**config.mk**
```make
export PLATFORM = sky130hd
export DESIGN_NAME = dmem_multicycle
export DESIGN_NICKNAME = d
export VERILOG_FILES = /design/src/rtl/dmem_pkg.sv /design/src/rtl/dmem_array.sv /design/src/rtl/dmem_multicycle.sv
export SDC_FILE = /design/constraint.sdc
export NUM_CORES = 2
export LEC_CHECK = 0
export ABC_AREA = 1
export CAP_MARGIN = 20
export CORE_AREA = 2 2 431 433
export CTS_BUF_LIST = sky130_fd_sc_hd__clkbuf_16
export CTS_CLUSTER_DIAMETER = 60
export DETAILED_ROUTE_END_ITERATION = 10
export DIE_AREA = 0 0 433 435
export PLACE_DENSITY = 0.68
export SYNTH_ARGS = -nofsm -noshare
export SYNTH_HDL_FRONTEND = slang
export SYNTH_HIERARCHICAL = 1
export SYNTH_SLANG_ARGS = --single-unit
```
**constraint.sdc**
```tcl
create_clock -name clk -period 11.31 [get_ports clk]
set_clock_uncertainty 0.2 [all_clocks]
set_input_delay 2.262 -clock clk [delete_from_list [all_inputs] [get_ports clk]]
set_output_delay 2.262 -clock clk [all_outputs]
set_load 0.005 [all_outputs]
```
**src/rtl/dmem_pkg.sv**
```systemverilog
// Shared types and sizing helpers for the multi-cycle data memory.
package dmem_pkg;

  typedef enum logic {
    IDLE = 1'b0,
    BUSY = 1'b1
  } state_t;

  localparam int DEFAULT_READ_WAIT  = 3;
  localparam int DEFAULT_WRITE_WAIT = 2;

  // Wide enough to hold the larger of the two wait counts.
  function automatic int cnt_width(input int read_wait, input int write_wait);
    int max_wait;
    max_wait = (read_wait > write_wait) ? read_wait : write_wait;
    return $clog2(max_wait + 1);
  endfunction

endpackage

```
**src/rtl/dmem_array.sv**
```systemverilog
// Word-organised storage: synchronous byte-enabled write, combinational read.
module dmem_array
  import dmem_pkg::*;
#(
  parameter int    DATA_W    = 32,
  parameter int    DEPTH     = 64,
  parameter string INIT_FILE = "",
  localparam int   IDX_W     = $clog2(DEPTH),
  localparam int   NB        = DATA_W / 8
) (
  input  logic              clk,
  input  logic              we,
  input  logic [NB-1:0]     be,
  input  logic [IDX_W-1:0]  idx,
  input  logic [DATA_W-1:0] wdata,
  output logic [DATA_W-1:0] rdata
);

  logic [DATA_W-1:0] mem [DEPTH];

  // Contents survive reset on purpose, so there is no reset branch here.
  always_ff @(posedge clk) begin
    if (we) begin
      for (int i = 0; i < NB; i++) begin
        if (be[i]) mem[idx][i*8 +: 8] <= wdata[i*8 +: 8];
      end
    end
  end

  assign rdata = mem[idx];

endmodule

```
**src/rtl/dmem_multicycle.sv**
```systemverilog
// Multi-cycle data memory: request latch, wait-state counter and
// registered completion outputs in front of a dmem_array.
module dmem_multicycle
  import dmem_pkg::*;
#(
  parameter int    DATA_W     = 32,
  parameter int    ADDR_W     = 32,
  parameter int    DEPTH      = 64,
  parameter int    READ_WAIT  = DEFAULT_READ_WAIT,
  parameter int    WRITE_WAIT = DEFAULT_WRITE_WAIT,
  parameter string INIT_FILE  = ""
) (
  input  logic                clk,
  input  logic                reset,
  input  logic                mstrobe,
  input  logic                r_w,
  input  logic [ADDR_W-1:0]   mem_addr,
  input  logic [DATA_W-1:0]   mem_data,
  input  logic [DATA_W/8-1:0] byte_en,
  output logic [DATA_W-1:0]   mem_out,
  output logic                mem_ready,
  output logic                mem_busy,
  output logic                addr_err
);

  localparam int CNT_W = cnt_width(READ_WAIT, WRITE_WAIT);
  localparam int IDX_W = $clog2(DEPTH);
  localparam int NB    = DATA_W / 8;

  localparam logic [CNT_W-1:0]  RD_LOAD    = CNT_W'(READ_WAIT - 1);
  localparam logic [CNT_W-1:0]  WR_LOAD    = CNT_W'(WRITE_WAIT - 1);
  localparam logic [ADDR_W:0]   ADDR_LIMIT = (ADDR_W + 1)'(DEPTH * 4);

  state_t              state_q, state_d;
  logic [CNT_W-1:0]    cnt_q;
  logic [ADDR_W-1:0]   addr_q;
  logic [DATA_W-1:0]   data_q;
  logic                rw_q;
  logic [NB-1:0]       be_q;
  logic                capture;
  logic                done;
  logic                in_range;
  logic [DATA_W-1:0]   rdata;

  assign in_range = ({1'b0, addr_q} < ADDR_LIMIT);
  assign mem_busy = (state_q == BUSY);

  always_ff @(posedge clk or posedge reset) begin
    if (reset) state_q <= IDLE;
    else       state_q <= state_d;
  end

  always_comb begin
    state_d = state_q;
    capture = 1'b0;
    done    = 1'b0;
    case (state_q)
      IDLE: begin
        if (mstrobe) begin
          capture = 1'b1;
          state_d = BUSY;
        end
      end
      BUSY: begin
        if (cnt_q == '0) begin
          done    = 1'b1;
          state_d = IDLE;
        end
      end
    endcase
  end

  // Completion outputs are registered, so they appear with state already IDLE.
  always_ff @(posedge clk or posedge reset) begin
    if (reset) begin
      cnt_q     <= '0;
      addr_q    <= '0;
      data_q    <= '0;
      rw_q      <= 1'b0;
      be_q      <= '0;
      mem_out   <= '0;
      mem_ready <= 1'b0;
      addr_err  <= 1'b0;
    end else begin
      mem_ready <= done;
      addr_err  <= done && !in_range;
      if (capture) begin
        addr_q <= mem_addr;
        data_q <= mem_data;
        rw_q   <= r_w;
        be_q   <= byte_en;
        cnt_q  <= r_w ? WR_LOAD : RD_LOAD;
      end else if (mem_busy && cnt_q != '0) begin
        cnt_q <= cnt_q - CNT_W'(1);
      end
      if (done && !rw_q) mem_out <= in_range ? rdata : '0;
    end
  end

  dmem_array #(
    .DATA_W    (DATA_W),
    .DEPTH     (DEPTH),
    .INIT_FILE (INIT_FILE)
  ) u_array (
    .clk   (clk),
    .we    (done && rw_q && in_range),
    .be    (be_q),
    .idx   (addr_q[IDX_W+1:2]),
    .wdata (data_q),
    .rdata (rdata)
  );

endmodule

```
## Word-level counts from Yosys, hierarchy flattened

Memory sizes are Yosys's and may differ from the RTL's.
Index checks and enable logic that the tools add are counted.
Widths: inputs -> output; s select.

- Logic and storage cells: 45
- Memories: 1
- Latch bits: 0
- Output and inout bits: 35
- Bits of input ports: 72
- ROM bits: 0
- Bits in writable memories: 2,048
- Flip-flop bits (word level): 106

Memory list:

| name | words | width | read ports | clocked after Yosys merged registers in | wr ports | RTL line | text |
|---|---|---|---|---|---|---|---|
| u_array.mem | 64 | 32 | 1 | 0 | 1 | dmem_array.sv:19 | `logic [DATA_W-1:0] mem [DEPTH];` |

- Div/mod/pow operators: 0
- Add/subtract/negate cells: 1
- Eq/ne operators: 0
- Multipliers: 0
- Bitwise operators: 1
- Reductions and logical operators: 10
- Magnitude comparators: 1
- Shifts and indexed selects: 0
- Multiplexer cells: 22

Operators with widths:

| kind | number |
|---|---|
| $lt 32x9->1 const B | 1 |
| $mux 32 | 1 |
| $mux 1 | 17 |
| $mux 2 | 3 |
| $logic_and 1x1->1 | 5 |
| $reduce_bool 2->1 | 2 |
| $logic_not 1->1 | 2 |
| $logic_not 2->1 | 1 |
| $pmux 1 s2 | 1 |
| $sub 2x1->2 const B | 1 |
| $not 1->1 | 1 |

## Logic depth before layout (Yosys ltp)

- Word-level depth: 7
- Mapped depth: 19

## Cells and area by module

The synthesis kept the hierarchy.

Modules (own cells, without submodules):

| module | area an instance (sq um) | cells an instance | times used | seq. area each (sq um) |
|---|---|---|---|---|
| dmem_array | 87,059.7 | 8,691 | 1 | 61,499.0 |
| dmem_multicycle | 4,386.7 | 538 | 1 | 2,602.5 |

## Worst setup path before layout

No wires, ideal clock.

- Kind: input to register
- From: in mstrobe
- To: reg data_q[10]
- Buffers on the path: 2
- Setup time: 0.120 ns
- Cell stages on the path: 6
- Setup slack: 8.174 ns
- Arrival: 2.815 ns
- Path through: nand2_2 -> inv_2 -> buf_4 -> buf_2 -> nand2_1 -> nand2_1

- Word-level cells in the longest chain between the ends: 2

RTL lines:

| element | RTL line | text |
|---|---|---|
| from (decl) | dmem_multicycle.sv:15 | `input logic mstrobe,` |
| $mux 1 | dmem_multicycle.sv:59 | `if (mstrobe) begin` |
| $mux 1 | dmem_multicycle.sv:57 | `case (state_q)` |
| to (signal assigned) | dmem_multicycle.sv:89 | `data_q <= mem_data;` |
| to (decl) | dmem_multicycle.sv:37 | `logic [DATA_W-1:0] data_q;` |

No other way between the ends.
A chain may end at the register's enable or synchronous reset.

## Final worst setup path

- From: reg addr_q[2]
- To: reg mem_out[1]

- Word-level cells in the longest chain between the ends: 2

RTL lines:

| element | RTL line | text |
|---|---|---|
| from (decl) | dmem_multicycle.sv:36 | `logic [ADDR_W-1:0] addr_q;` |
| from (signal assigned) | dmem_multicycle.sv:88 | `addr_q <= mem_addr;` |
| $mem_v2 64x32 | - |  |
| via rdata[1] | dmem_multicycle.sv:43 | `logic [DATA_W-1:0] rdata;` |
| $mux 32 | dmem_multicycle.sv:96 | `if (done && !rw_q) mem_out <= in_range ? rdata : '0;` |
| to (signal assigned) | dmem_multicycle.sv:96 |  |
| to (decl) | dmem_multicycle.sv:20 | `output logic [DATA_W-1:0] mem_out,` |

The timed path passes the listed nets, and every way through them passes these cells.

==> metrics.csv <==
metric;value;unit
status;finished clean;
power_density;250;mW/mm2
io_buffers;104;
cp_common_cell;nand2_1;
vdd_drop_max;236;uV
multiInputGateArea;0.0248;mm2
reg2reg_depth;18;
setup_viol;0;
cts.sinks;2152;
tightestPinTransition;1130;ps
gp_congestion;0.871;
report.final.slew_viol_count;0;
leakage;42.2;nW
clk_pin_slew_worst_paths;60;ps
hold_end;addr_q[31];
die_h;435;um
r2r-end;mem_out[1];
pin_count;107;
crit_family;buffers and inverters;
syn-instance-count;9229;
netlist_area;0.0914;mm2
dieArea;0.188;mm2
area_growth;9.88;%
cp_num_buf_inv;5;
antenna_found_initial;8;
num_vias;62600;
worstPathArrival;6210;ps
yosysWarnings;6;
cp-end-kind;flip-flop;
period_needed;5640;ps
cp_slowest_cell;dfrtp_4;
startpoint_type;flip-flop;
hold_viol;0;
drtPass1Iterations;8;
grt_pass1_wl;365000;um
cts_buffers;209;
place.detailed.hpwl;141000;um
drtAntennaViolNets;0;
holdCritStartpoint;addr_q[31];
seq_area_frac_synth;0.701;
final_cell_mix;nand2_1 (6065), edfxtp_1 (2048), nor2_1 (376);
insertion_delay;850;ps
hold_class;reg -> reg;
finalPower;25.2;mW
hold_depth;2;
start_util;0.497;
nNetsFinal;9218;
rsz0062_at_grt;no;
core-area;0.184;mm2
cp_cell_sequence;buf_4 > buf_4 > buf_4 > buf_4 > nand2_1 > nand2_1 > nand2_1 > nand2_1 > nand2_1 > nand2_1 > nand2_1 > nand2_1 > nor2_1 > nand2_1 > inv_1 > nor2_1 > nand4_1 > nand2_1;
slew_headroom;0.246;
drt_iter0_drc;7154;
drc;0;
hold_buffers;0;
crit_fanout;80;
cts-htree-levels;4;
wl_per_cell;20.8;um
critPathRequiredTime;11880;ps
grt_usage;0.258;
synthDistinctLibCells;27;
avgSynthCellArea;9.91;um2
floorplan.rows;158;
die_w;433;um
drive_gt1_frac;0.0453;
timing.rr.start;addr_q[2];
regToRegSetupSlack;5670;ps
slowest_delay;880;ps
crit_type;reg -> reg;
fillers;15600;
clk_path_buf_depth;3;
cts.repair.resized;0;
grt_max_degree;212;
synth-seq-cells;2152;
grt_overflow;0;
min_period_over_period;0.499;
final_common_cell;nand2_1;
fmax;177;MHz
first_global_vias;58900;
tns;0;ps
vias_per_cell;5.30;
clock-root-buffer;clkbuf_16;
cap_violations;0;
post-cts-setup-buffer-count;0;
cts_tree;yes;
syn_nets;9302;
regArea;0.0642;mm2
drt-total-wl;245000;um
==> cell type report <==
| cell class | instances | share of cell area |
|---|---|---|
| Timing Repair Buffer | 186 | 0.0179 |
| Clock buffer | 213 | 0.0530 |
| Sequential cell | 2152 | 0.638 |
| Multi-Input combinational cell | 6532 | 0.247 |
| Clock inverter | 165 | 0.0101 |
| Inverter | 64 | 0.00281 |
| Tap cell | 2480 | 0.0309 |
| Antenna cell | 10 | 0.000249 |
==> tightest hold or removal path, stage by stage, from the launching register on <==
cell and delay (ps):
dfrtp_1 340, nand2_1 50, nand2_1 60
==> layer usage <==
layer  global-route usage  wire length [um]  vias up
met1                0.348             98600    30100
li1                     -                 -    29500
met5                    0                76        -
met2                0.402            113000     2539
met3               0.0532             21800      472
met4                0.119             11900       10
==> sequential cells by signal, indices dropped and copies added, names as in the netlist, 2 cells and up <==
signal / flops
be_q: 4
cnt_q: 2
mem_out: 32
u_array/mem: 2048
addr_q: 30
data_q: 32
==> worst max path at each step <==
stage,from,end,slack (ps),cells after the start
4_1_cts,addr_q[2],mem_out[7],5730,18
2_1_floorplan,reset,addr_err,6120,1
3_5_place_dp,addr_q[2],mem_out[7],5760,18
6_report,addr_q[2],mem_out[1],5670,18
5_1_grt,addr_q[2],mem_out[1],5370,18
3_3_place_gp,addr_q[2],mem_out[1],5790,18
==> synthesized netlist by cell type <==
master	number	area, um2
a21oi_1	1	5.00
buf_1	28	105
buf_2	259	1300
buf_4	41	308
buf_6	12	135
clkbuf_1	141	529
dfrtp_1	104	2600
edfxtp_1	2048	61500
ha_1	1	12.5
inv_1	58	218
inv_2	4	15.0
inv_4	2	12.5
nand2_1	6069	22800
nand2_2	1	6.26
nand2_4	1	11.3
nand3_1	8	40.0
nand4_1	32	200
nor2_1	376	1410
nor2_2	13	81.3
nor2_4	1	11.3
nor3_1	8	40.0
o211ai_1	5	37.5
o21ai_0	5	25.0
o21ai_1	4	20.0
o22ai_1	1	6.26
or2_1	1	6.26
or2_2	5	31.3
==> metrics by stage <==
stage / util / setup WS, ps / hold slack (ps) / cell area, um2 / instances
final: 0.546 / 5670 / 280 / 100000 / 11800
after floorplan: - / 6120 / 244 / 91400 / 9229
after global routing: 0.546 / 5370 / 299 / 100000 / 11800
after detailed placement: 0.511 / 5760 / 266 / 94100 / 11400
after CTS: 0.546 / 5730 / 283 / 100000 / 11800
after global placement: 0.511 / 5790 / 264 / 94100 / 11400
==> logic make-up (layout without fill, tap and decap cells) <==
family | Yosys count | count (layout) | synth area share
buffers and inverters | 545 | 628 | 0.0286
adders and majority gates | 1 | 1 | 0.000137
AOI/OAI and AO/OA | 16 | 16 | 0.00103
DFF | 2152 | 2152 | 0.701
and+or+nand+nor | 6515 | 6515 | 0.269
other | 0 | 10 | 0
==> power by group <==
group / total, mW / switching [mW] / internal [mW]
clock: 6.52 / 2.93 / 3.59
combinational: 8.55 / 6.67 / 1.88
sequential: 10.1 / 0.173 / 9.91
(Power assumes the default switching activity.)
